[src/rtl/counter_seq_ctrl_if.sv]
// Control/status and counter-feedback bundle between the register logic,
// the counter_up_8bit datapath and counter_seq_ctrl.
interface counter_seq_ctrl_if #(
    parameter int WIDTH = 8
);
    logic             start;
    logic             stop;
    logic             mode;
    logic [WIDTH-1:0] period;
    logic [WIDTH-1:0] q_in;
    logic             cnt_reset;
    logic             cnt_ce;
    logic             cnt_en;
    logic             done;
    logic             busy;
    logic [2:0]       state;

    modport master (
        output start, stop, mode, period, q_in,
        input  cnt_reset, cnt_ce, cnt_en, done, busy, state
    );

    modport slave (
        input  start, stop, mode, period, q_in,
        output cnt_reset, cnt_ce, cnt_en, done, busy, state
    );
endinterface

[src/rtl/counter_seq_ctrl.sv]
// Sequencing controller for one counter_up_8bit: prescaled count to a latched
// terminal value, one-shot/periodic, pause/resume. Optional sticky irq via COUNTER_SEQ_CTRL_IRQ_EN.
module counter_seq_ctrl #(
    parameter int WIDTH  = 8,
    parameter int CE_DIV = 4
) (
    input  logic               clk,
    input  logic               reset,
    counter_seq_ctrl_if.slave  bus
`ifdef COUNTER_SEQ_CTRL_IRQ_EN
    ,
    input  logic               irq_clr,
    output logic               irq
`endif
);

    localparam int PW = (CE_DIV > 1) ? $clog2(CE_DIV) : 1;
    localparam logic [PW-1:0] PRE_MAX = PW'(CE_DIV - 1);

    typedef enum logic [2:0] {
        IDLE  = 3'd0,
        CLEAR = 3'd1,
        RUN   = 3'd2,
        PAUSE = 3'd3,
        DONE  = 3'd4
    } state_e;

    state_e           state_q, state_d;
    logic [PW-1:0]    pre_q, pre_d;
    logic [WIDTH-1:0] period_q, period_d;
    logic             mode_q, mode_d;
    logic             done_q, done_d;
    logic             terminal;

    assign terminal = (bus.q_in == period_q);

    always_ff @(posedge clk) begin
        if (reset) begin
            state_q  <= IDLE;
            pre_q    <= '0;
            period_q <= '0;
            mode_q   <= 1'b0;
            done_q   <= 1'b0;
        end else begin
            state_q  <= state_d;
            pre_q    <= pre_d;
            period_q <= period_d;
            mode_q   <= mode_d;
            done_q   <= done_d;
        end
    end

    // stop outranks start everywhere; terminal count outranks stop in RUN
    always_comb begin
        state_d  = state_q;
        pre_d    = pre_q;
        period_d = period_q;
        mode_d   = mode_q;
        done_d   = 1'b0;
        case (state_q)
            IDLE: begin
                if (bus.start && !bus.stop) begin
                    state_d  = CLEAR;
                    period_d = bus.period;
                    mode_d   = bus.mode;
                end
            end
            CLEAR: begin
                pre_d   = '0;
                state_d = RUN;
            end
            RUN: begin
                pre_d = (pre_q == PRE_MAX) ? '0 : pre_q + PW'(1);
                if (terminal) begin
                    done_d  = 1'b1;
                    state_d = mode_q ? CLEAR : DONE;
                end else if (bus.stop) begin
                    state_d = PAUSE;
                end
            end
            PAUSE: begin
                if (bus.stop) begin
                    state_d = IDLE;
                end else if (bus.start) begin
                    state_d = RUN;
                end
            end
            DONE: begin
                if (bus.stop) begin
                    state_d = IDLE;
                end else if (bus.start) begin
                    state_d  = CLEAR;
                    period_d = bus.period;
                    mode_d   = bus.mode;
                end
            end
            default: state_d = IDLE;
        endcase
    end

    assign bus.cnt_reset = (state_q == CLEAR);
    assign bus.cnt_en    = (state_q == RUN);
    assign bus.cnt_ce    = (state_q == RUN) && (pre_q == PRE_MAX) && !terminal;
    assign bus.busy      = (state_q == CLEAR) || (state_q == RUN) || (state_q == PAUSE);
    assign bus.state     = state_q;
    assign bus.done      = done_q;

`ifdef COUNTER_SEQ_CTRL_IRQ_EN
    logic irq_q, irq_d;

    // Set rises together with the done pulse and beats a simultaneous clear
    always_comb begin
        irq_d = irq_q;
        if (done_d) begin
            irq_d = 1'b1;
        end else if (irq_clr) begin
            irq_d = 1'b0;
        end
    end

    always_ff @(posedge clk) begin
        if (reset) begin
            irq_q <= 1'b0;
        end else begin
            irq_q <= irq_d;
        end
    end

    assign irq = irq_q;
`endif

endmodule
[src/flat_wrapper.sv]
// flat-port wrapper written by rule: the top's interface ports become plain ports
module counter_seq_ctrl_flat 
#(
    parameter int WIDTH  = 8,
    parameter int CE_DIV = 4
)
  (clk, reset, bus_start, bus_stop, bus_mode, bus_period, bus_q_in, bus_cnt_reset, bus_cnt_ce, bus_cnt_en, bus_done, bus_busy, bus_state);
  counter_seq_ctrl_if #(.WIDTH(WIDTH)) bus_i ();
  input  logic clk;
  input  logic reset;
  input wire logic [$bits(bus_i.start)-1:0] bus_start;
  input wire logic [$bits(bus_i.stop)-1:0] bus_stop;
  input wire logic [$bits(bus_i.mode)-1:0] bus_mode;
  input wire logic [$bits(bus_i.period)-1:0] bus_period;
  input wire logic [$bits(bus_i.q_in)-1:0] bus_q_in;
  output wire logic [$bits(bus_i.cnt_reset)-1:0] bus_cnt_reset;
  output wire logic [$bits(bus_i.cnt_ce)-1:0] bus_cnt_ce;
  output wire logic [$bits(bus_i.cnt_en)-1:0] bus_cnt_en;
  output wire logic [$bits(bus_i.done)-1:0] bus_done;
  output wire logic [$bits(bus_i.busy)-1:0] bus_busy;
  output wire logic [$bits(bus_i.state)-1:0] bus_state;
  assign bus_i.start = bus_start;
  assign bus_i.stop = bus_stop;
  assign bus_i.mode = bus_mode;
  assign bus_i.period = bus_period;
  assign bus_i.q_in = bus_q_in;
  assign bus_cnt_reset = bus_i.cnt_reset;
  assign bus_cnt_ce = bus_i.cnt_ce;
  assign bus_cnt_en = bus_i.cnt_en;
  assign bus_done = bus_i.done;
  assign bus_busy = bus_i.busy;
  assign bus_state = bus_i.state;
  counter_seq_ctrl #(.WIDTH(WIDTH), .CE_DIV(CE_DIV)) u_core (.clk(clk), .reset(reset), .bus(bus_i));
endmodule
[config.mk]
export PLATFORM = sky130hd
export DESIGN_NAME = counter_seq_ctrl_flat
export DESIGN_NICKNAME = d
export VERILOG_FILES = /design/src/rtl/counter_seq_ctrl_if.sv /design/src/rtl/counter_seq_ctrl.sv /design/src/flat_wrapper.sv
export SDC_FILE = /design/constraint.sdc
export NUM_CORES = 1
export LEC_CHECK = 0
export BUFFER_PORTS_ARGS = -buffer_cell sky130_fd_sc_hd__buf_2
export CORE_UTILIZATION = 40
export DETAILED_ROUTE_END_ITERATION = 7
export HOLD_SLACK_MARGIN = 0.03
export MAX_ROUTING_LAYER = met4
export PLACE_DENSITY = 0.68
export SYNTH_ARGS = -nofsm -noshare
export SYNTH_HDL_FRONTEND = slang
export SYNTH_SLANG_ARGS = --single-unit
[constraint.sdc]
create_clock -name clk -period 1.8 [get_ports clk]
set_clock_uncertainty 0.05 [all_clocks]
set_input_delay 0.09 -clock clk [delete_from_list [all_inputs] [get_ports clk]]
set_output_delay 0.09 -clock clk [all_outputs]
set_load 0.05 [all_outputs]
==> run_results.csv, run 1 <==
group,metric,value,unit
cells_and_area,fin_cells,155,
sta,final.min_clock_period,1.74,ns
clock_network,clock_path_buffers,2,
place,pre_cts_ws,0.125,ns
floorplanning,die_height,44.3,microns
place,dp_hpwl,1220,microns
worst_setup_path,cp.arrival,1.60,ns
global_route,grt_util_met2,31.8,%
clock_network,clock-sinks,15,
synthesis,yosys_warnings,0,
clock_network,cts_root_buf,"clkbuf_4",
synthesis,avgSynthCellArea,7.79,sq um
synthesis,seq_area_frac_synth,41.9,%
synthesis,synthFlopType,"dfxtp_1",
detailed_routing,drt_pass1_iterations,4,
sta,max_freq,574,MHz
cells_and_area,diodes,0,
floorplanning,initial_utilization,45.0,%
power,p_total,1.25,mW
sta,post-route-period-util,96.8,%
place,port_buffers,28,
power,cellLeakagePower,0.457,nW
sta,setup_tns,0,ns
synthesis,synth_top_area_cell,"dfxtp_1",
global_route,grt_pass1_vias,679,
cells_and_area,drive_above_1_share,34.4,%
floorplanning,die_w,44.3,microns
synthesis,synth_area_leaders,"dfxtp_1, nand2_1, xor2_1",
synthesis,syn_inst,92,
detailed_routing,dr_total_vias,752,
global_route,grtUsageMet3,2.86,%
worst_hold_path,hp-class,"input pin to register",
place,place.gp.congestion,0.744,
synthesis,synth_top_cell_area_share,41.9,%
run,cap_violations,0,
sta,finalHoldViolCount,0,
global_route,busiest_layer,"met2",
detailed_routing,via_per_inst,4.85,
sta,rsz0062_at_grt,"false",
detailed_routing,drt_iter0_drc,6,
clock_network,clk_latency,0.29,ns
synthesis,synth_edf_count,0,
power,ir_drop,0.923,mV
clock_network,cts_buffers,3,
detailed_routing,drc_errors,0,
floorplanning,placementRows,14,
synthesis,synth_area,717,sq um
sta,setup_ws,0.0569,ns
clock_network,htreeDepth,1,
cells_and_area,finalInstanceArea,0.00104,sq mm
sta,holdWs,0.0733,ns
worst_setup_path,critPathSlowestCell,"dfxtp_4",
clock_network,tritoncts,"yes",
cells_and_area,fin_nets,154,
global_route,grt_pass1_wl,2700,microns
global_route,grtUsageMet1,22.8,%
synthesis,synth.most_common_cell,"nand2_1",
synthesis,synth_seq_cells,15,
synthesis,synthArstFlopShare,0,%
synthesis,synth_cell_types,24,
global_route,track_usage,19.5,%
worst_setup_path,critical_path.top_delay_family,"simple AND/OR/NAND/NOR gates",
global_route,grt_max_degree,17,
floorplanning,ios,29,
sta,setup_viol,0,
clock_network,clk_pin_slew_worst_paths,0.10,ns
global_route,grt_overflow_total,0,
synthesis,synth_common_cells,"nand2_1, dfxtp_1, a21oi_1",
worst_setup_path,critical_path_peak_fanout,9,
cells_and_area,fin_util,65.2,%
worst_setup_path,start_kind,"register",
power,powerDensity,1200,mW/mm^2
worst_setup_path,end_kind,"output port",
status,status,"completed",
sta,slew_violations,0,
detailed_routing,antenna_left,0,
worst_setup_path,required,1.66,ns
place,placed_area,901,sq um
detailed_routing,wl,1720,microns
worst_setup_path,crit_path_cell_trace,"inv_2, or3_4, clkinvlp_4, and3_4, buf_4",
place,placed_cells,141,
floorplanning,coreArea,0.00159,sq mm
global_route,antenna_found_initial,0,
sta,slew_headroom,77.3,%
synthesis,synth_nets,114,
floorplanning,die-area,0.00197,sq mm
worst_setup_path,r2r_slack,0.13,ns
worst_setup_path,critPathBufInv,3,
sta,tightest_slew,0.337,ns
cells_and_area,syn_to_final_growth,45.0,%
worst_setup_path,path_class,"register to output port",
worst_setup_path,critPathMaxStageDelay,0.42,ns
detailed_routing,detail_route.wl_per_cell,11.1,microns
[timing repair]
item / CTS / global route
setup buffers: 1 / 0
resized for setup: 3 / 0
setup endpoints to repair: 1 / 1
endpoints found under the hold margin: 9 / 0
hold buffers: 9 / 0
pin swaps: 1 / 1
[final timing paths]
check,startpoint,end,cells past startpoint
worst max-delay path,u_core.bus.state[1]$_SDFFE_PP0P_,bus_cnt_ce,5
worst min-delay path,bus_start,u_core.bus.state[2]$_SDFFE_PP0P_,4
worst max register to register,u_core.period_q[5]$_SDFFE_PP0P_,u_core.bus.state[0]$_SDFFE_PP0P_,6
worst min register to register,u_core.period_q[7]$_SDFFE_PP0P_,u_core.period_q[7]$_SDFFE_PP0P_,2
[worst register-to-register path, stage by stage, from the launching register on]
cell	delay, ns
dfxtp_1	0.33
xor2_1	0.17
nor4_2	0.30
nand2_1	0.13
buf_4	0.17
a211oi_1	0.26
mux2i_1	0.20
[cell families after synthesis]
logic type,count (synthesis),share of synthesized area [%]
XOR/XNOR,8,9.77
flip-flops,15,41.9
adder cells (fa/ha/maj),1,1.74
buffers and inverters,6,3.32
AO/OA/AOI/OAI,18,14.5
AND/OR/NAND/NOR,43,27.4
multiplexers,1,1.40
[flip-flops by register name, summed over array words and instances, names as in the netlist]
register          cells
u_core.bus.state      3
u_core.period_q       8
u_core.bus.done       1
u_core.mode_q         1
u_core.pre_q          2
[cells in the final DEF (no fill, tap or decap), drive strengths merged]
| master | Yosys | layout |
|---|---|---|
| buf | 1 | 29 |
| nand2 | 22 | 22 |
| dfxtp | 15 | 15 |
| a21oi | 13 | 13 |
| dlygate4sd3 | 0 | 9 |
| xor2 | 8 | 8 |
| nor2 | 7 | 7 |
| nor3 | 5 | 5 |
| clkbuf | 2 | 3 |
| nor4 | 3 | 3 |
| inv | 3 | 2 |
| or3 | 2 | 2 |
| clkinvlp | 0 | 1 |
| and3 | 1 | 1 |
| and2 | 1 | 1 |
| a31oi | 1 | 1 |
| or2b | 1 | 1 |
| o21ai | 1 | 1 |
| o311ai | 1 | 1 |
| or4 | 1 | 1 |
| a211oi | 1 | 1 |
| mux2i | 1 | 1 |
| a22oi | 1 | 1 |
| ha | 1 | 1 |
| clkinv | 0 | 1 |
[final cells by class]
class                           instances  area [sq um]
Multi-Input combinational cell         71           420
Clock buffer                            3          22.5
Tap cell                               24          30.0
Clock inverter                          1          5.00
Sequential cell                        15           307
Fill cell                             158           554
Timing Repair Buffer                   38           240
Inverter                                3          15.0
[report_power, final]
part / leakage, nW / internal, mW / switching, mW
combinational: 0.315 / 0.193 / 0.400
clock: 0.0177 / 0.0826 / 0.114
sequential: 0.124 / 0.391 / 0.0707
[routing by layer]
layer  part of all wire, %  wire length (microns)
met1                    49                    835
met2                    47                    814
met3                   3.0                     52
met4                   1.0                     18
met5                     0                      0
(Power assumes the default switching activity.)
==> run 2, diff against run 1 <==
--- a/config.mk
+++ b/config.mk
@@ -11,6 +11,7 @@
 export HOLD_SLACK_MARGIN = 0.03
 export MAX_ROUTING_LAYER = met4
 export PLACE_DENSITY = 0.68
+export SETUP_SLACK_MARGIN = 0.5
 export SYNTH_ARGS = -nofsm -noshare
 export SYNTH_HDL_FRONTEND = slang
 export SYNTH_SLANG_ARGS = --single-unit
==> run_results.csv, run 2 (synthesized netlist as in run 1, its figures left out) <==
group,metric,value,unit
sta,rsz0062_at_grt,"true",
cells_and_area,fillCellCount,116,
cells_and_area,regMostFlops,"u_core.period_q",
worst_setup_path,start_kind,"register",
cells_and_area,largest_register_ff_count,8,
clock_network,clock_path_buffers,2,
worst_hold_path,min_from,"reset",
power,powerDensity,1260,mW/mm^2
sta,setup_viol,0,
cells_and_area,diodes,0,
run,cap_violations,0,
clock_network,tritoncts,"yes",
clock_network,clock-sinks,15,
sta,slew_violations,0,
status,status,"completed",
cells_and_area,fin_nets,166,
clock_network,cts_root_buf,"clkbuf_4",
cells_and_area,regArea,318,sq um
power,swShare,44.5,%
place,placed_area,918,sq um
place,place.gp.congestion,0.719,
sta,setup_tns,0,ns
cells_and_area,final_cell_mix,"buf_2, nand2_1, a21oi_1, dlygate4sd3_1",
sta,max_freq,598,MHz
clock_network,htreeDepth,1,
worst_hold_path,hp-class,"input pin to register",
detailed_routing,wl,2030,microns
sta,slew_headroom,71.7,%
global_route,grt_overflow_total,0,
worst_setup_path,end_kind,"register",
sta,post-route-period-util,92.8,%
global_route,antenna_found_initial,0,
global_route,grt_pass1_vias,690,
detailed_routing,drc_errors,0,
floorplanning,coreArea,0.00159,sq mm
floorplanning,die-area,0.00197,sq mm
clock_network,cts_buffers,3,
clock_network,clk_latency,0.28,ns
place,pre_cts_ws,0.274,ns
power,combPwrFrac,58.4,%
worst_setup_path,cp.arrival,1.84,ns
worst_setup_path,critical_path_peak_fanout,5,
cells_and_area,drive_above_1_share,49.7,%
sta,setup_ws,0.129,ns
detailed_routing,antenna_left,0,
detailed_routing,via_per_inst,4.87,
place,dp_hpwl,1210,microns
cells_and_area,syn_to_final_growth,73.3,%
place,port_buffers,28,
worst_setup_path,required,1.97,ns
global_route,grt_max_degree,17,
global_route,track_usage,22.0,%
detailed_routing,drt_iter0_drc,2,
floorplanning,initial_utilization,45.0,%
worst_setup_path,crit_start,"u_core.period_q[3]$_SDFFE_PP0P_",
worst_setup_path,r2r_start,"u_core.period_q[3]$_SDFFE_PP0P_",
sta,finalHoldViolCount,0,
sta,tightest_slew,0.421,ns
floorplanning,die_w,44.3,microns
cells_and_area,multi_input_area,482,sq um
power,p_total,1.56,mW
detailed_routing,detail_route.wl_per_cell,12.1,microns
power,seqPwrFrac,29.1,%
detailed_routing,dr_total_vias,813,
detailed_routing,drt_pass1_iterations,6,
floorplanning,placementRows,14,
floorplanning,die_height,44.3,microns
power,switchingPower,695,uW
floorplanning,ios,29,
power,ir_drop,1.12,mV
sta,final.min_clock_period,1.67,ns
power,internal-power,865,uW
global_route,grt_pass1_wl,2980,microns
worst_setup_path,path_class,"register to register",
clock_network,clk_pin_slew_worst_paths,0.09,ns
power,clkPwrFrac,12.5,%
cells_and_area,finalInstanceArea,0.00124,sq mm
cells_and_area,layout_commonest_cell,"buf_2",
power,cellLeakagePower,0.537,nW
[run 2: cell types whose count changed in the layout (fill, tap and decap cells not counted), moves of 2 or more]
cell | previous run | this run
buf_4 | 2 | 8
dfxtp_4 | 1 | 3
buf_6 | 0 | 6
nor2_1 | 7 | 4
nor2_2 | 0 | 2
dfxtp_2 | 2 | 5
buf_8 | 0 | 2
dfxtp_1 | 12 | 7
buf_2 | 27 | 24
[run 2: area by class of cell]
| cell class | count | area share [%] |
|---|---|---|
| repair buffers | 49 | 29.6 |
| well taps | 24 | 2.42 |
| flip-flops and latches | 15 | 25.6 |
| inverters | 3 | 1.41 |
| multi-input cells | 72 | 38.8 |
| clock inverters | 1 | 0.403 |
| clock buffers | 3 | 1.81 |
[run 2: worst paths after layout]
| kind | to | slack (ns) | cells past startpoint |
|---|---|---|---|
| worst max-delay path | u_core.bus.state[2]$_SDFFE_PP0P_ | 0.13 | 6 |
| worst min register to register | u_core.period_q[0]$_SDFFE_PP0P_ | 0.41 | 2 |
| worst min-delay path | u_core.pre_q[1]$_SDFFE_PP0P_ | 0.11 | 2 |
| worst max register to register | u_core.bus.state[2]$_SDFFE_PP0P_ | 0.13 | 6 |
[run 2: per-stage QoR]
stage	util, %	hold slack [ns]	instances
3_3_place_gp	57.6	0.281	141
4_1_cts	70.7	0.0923	160
6_report	77.9	0.112	167
2_1_floorplan	-	0.107	92
3_5_place_dp	57.6	0.287	141
5_1_grt	77.9	0.112	167
[run 2: worst max-delay path, stage by stage, from the launching register on]
cell and delay (ns):
dfxtp_2 0.33, xor2_1 0.15, nor4_2 0.29, nand2_1 0.14, buf_6 0.15, or3_1 0.36, a21oi_1 0.13
[run 2: what timing repair did]
action	4_1_cts	5_1_grt
cloned	0	1
pin swaps	5	10
setup buffers	6	6
setup endpoints to repair	12	19
hold buffers	9	0
resized for setup	16	16
hold endpoints to repair	9	0
[run 2: metal layers]
| metal | share of wire, % | track usage (%) |
|---|---|---|
| met4 | 1.1 | 9.09 |
| met5 | 0 | - |
| met3 | 3.3 | 6.12 |
| met2 | 51 | 35.0 |
| met1 | 45 | 26.2 |
[run 2: power groups by stage]
| stage | clock [mW] | combinational (mW) | sequential (mW) |
|---|---|---|---|
| after global placement | 0 | 0.580 | 0.474 |
| final | 0.195 | 0.910 | 0.454 |
| after global routing | 0.218 | 0.968 | 0.459 |
| after floorplan | 0 | 0.437 | 0.520 |
| after detailed placement | 0 | 0.588 | 0.477 |
| after CTS | 0.204 | 0.742 | 0.453 |
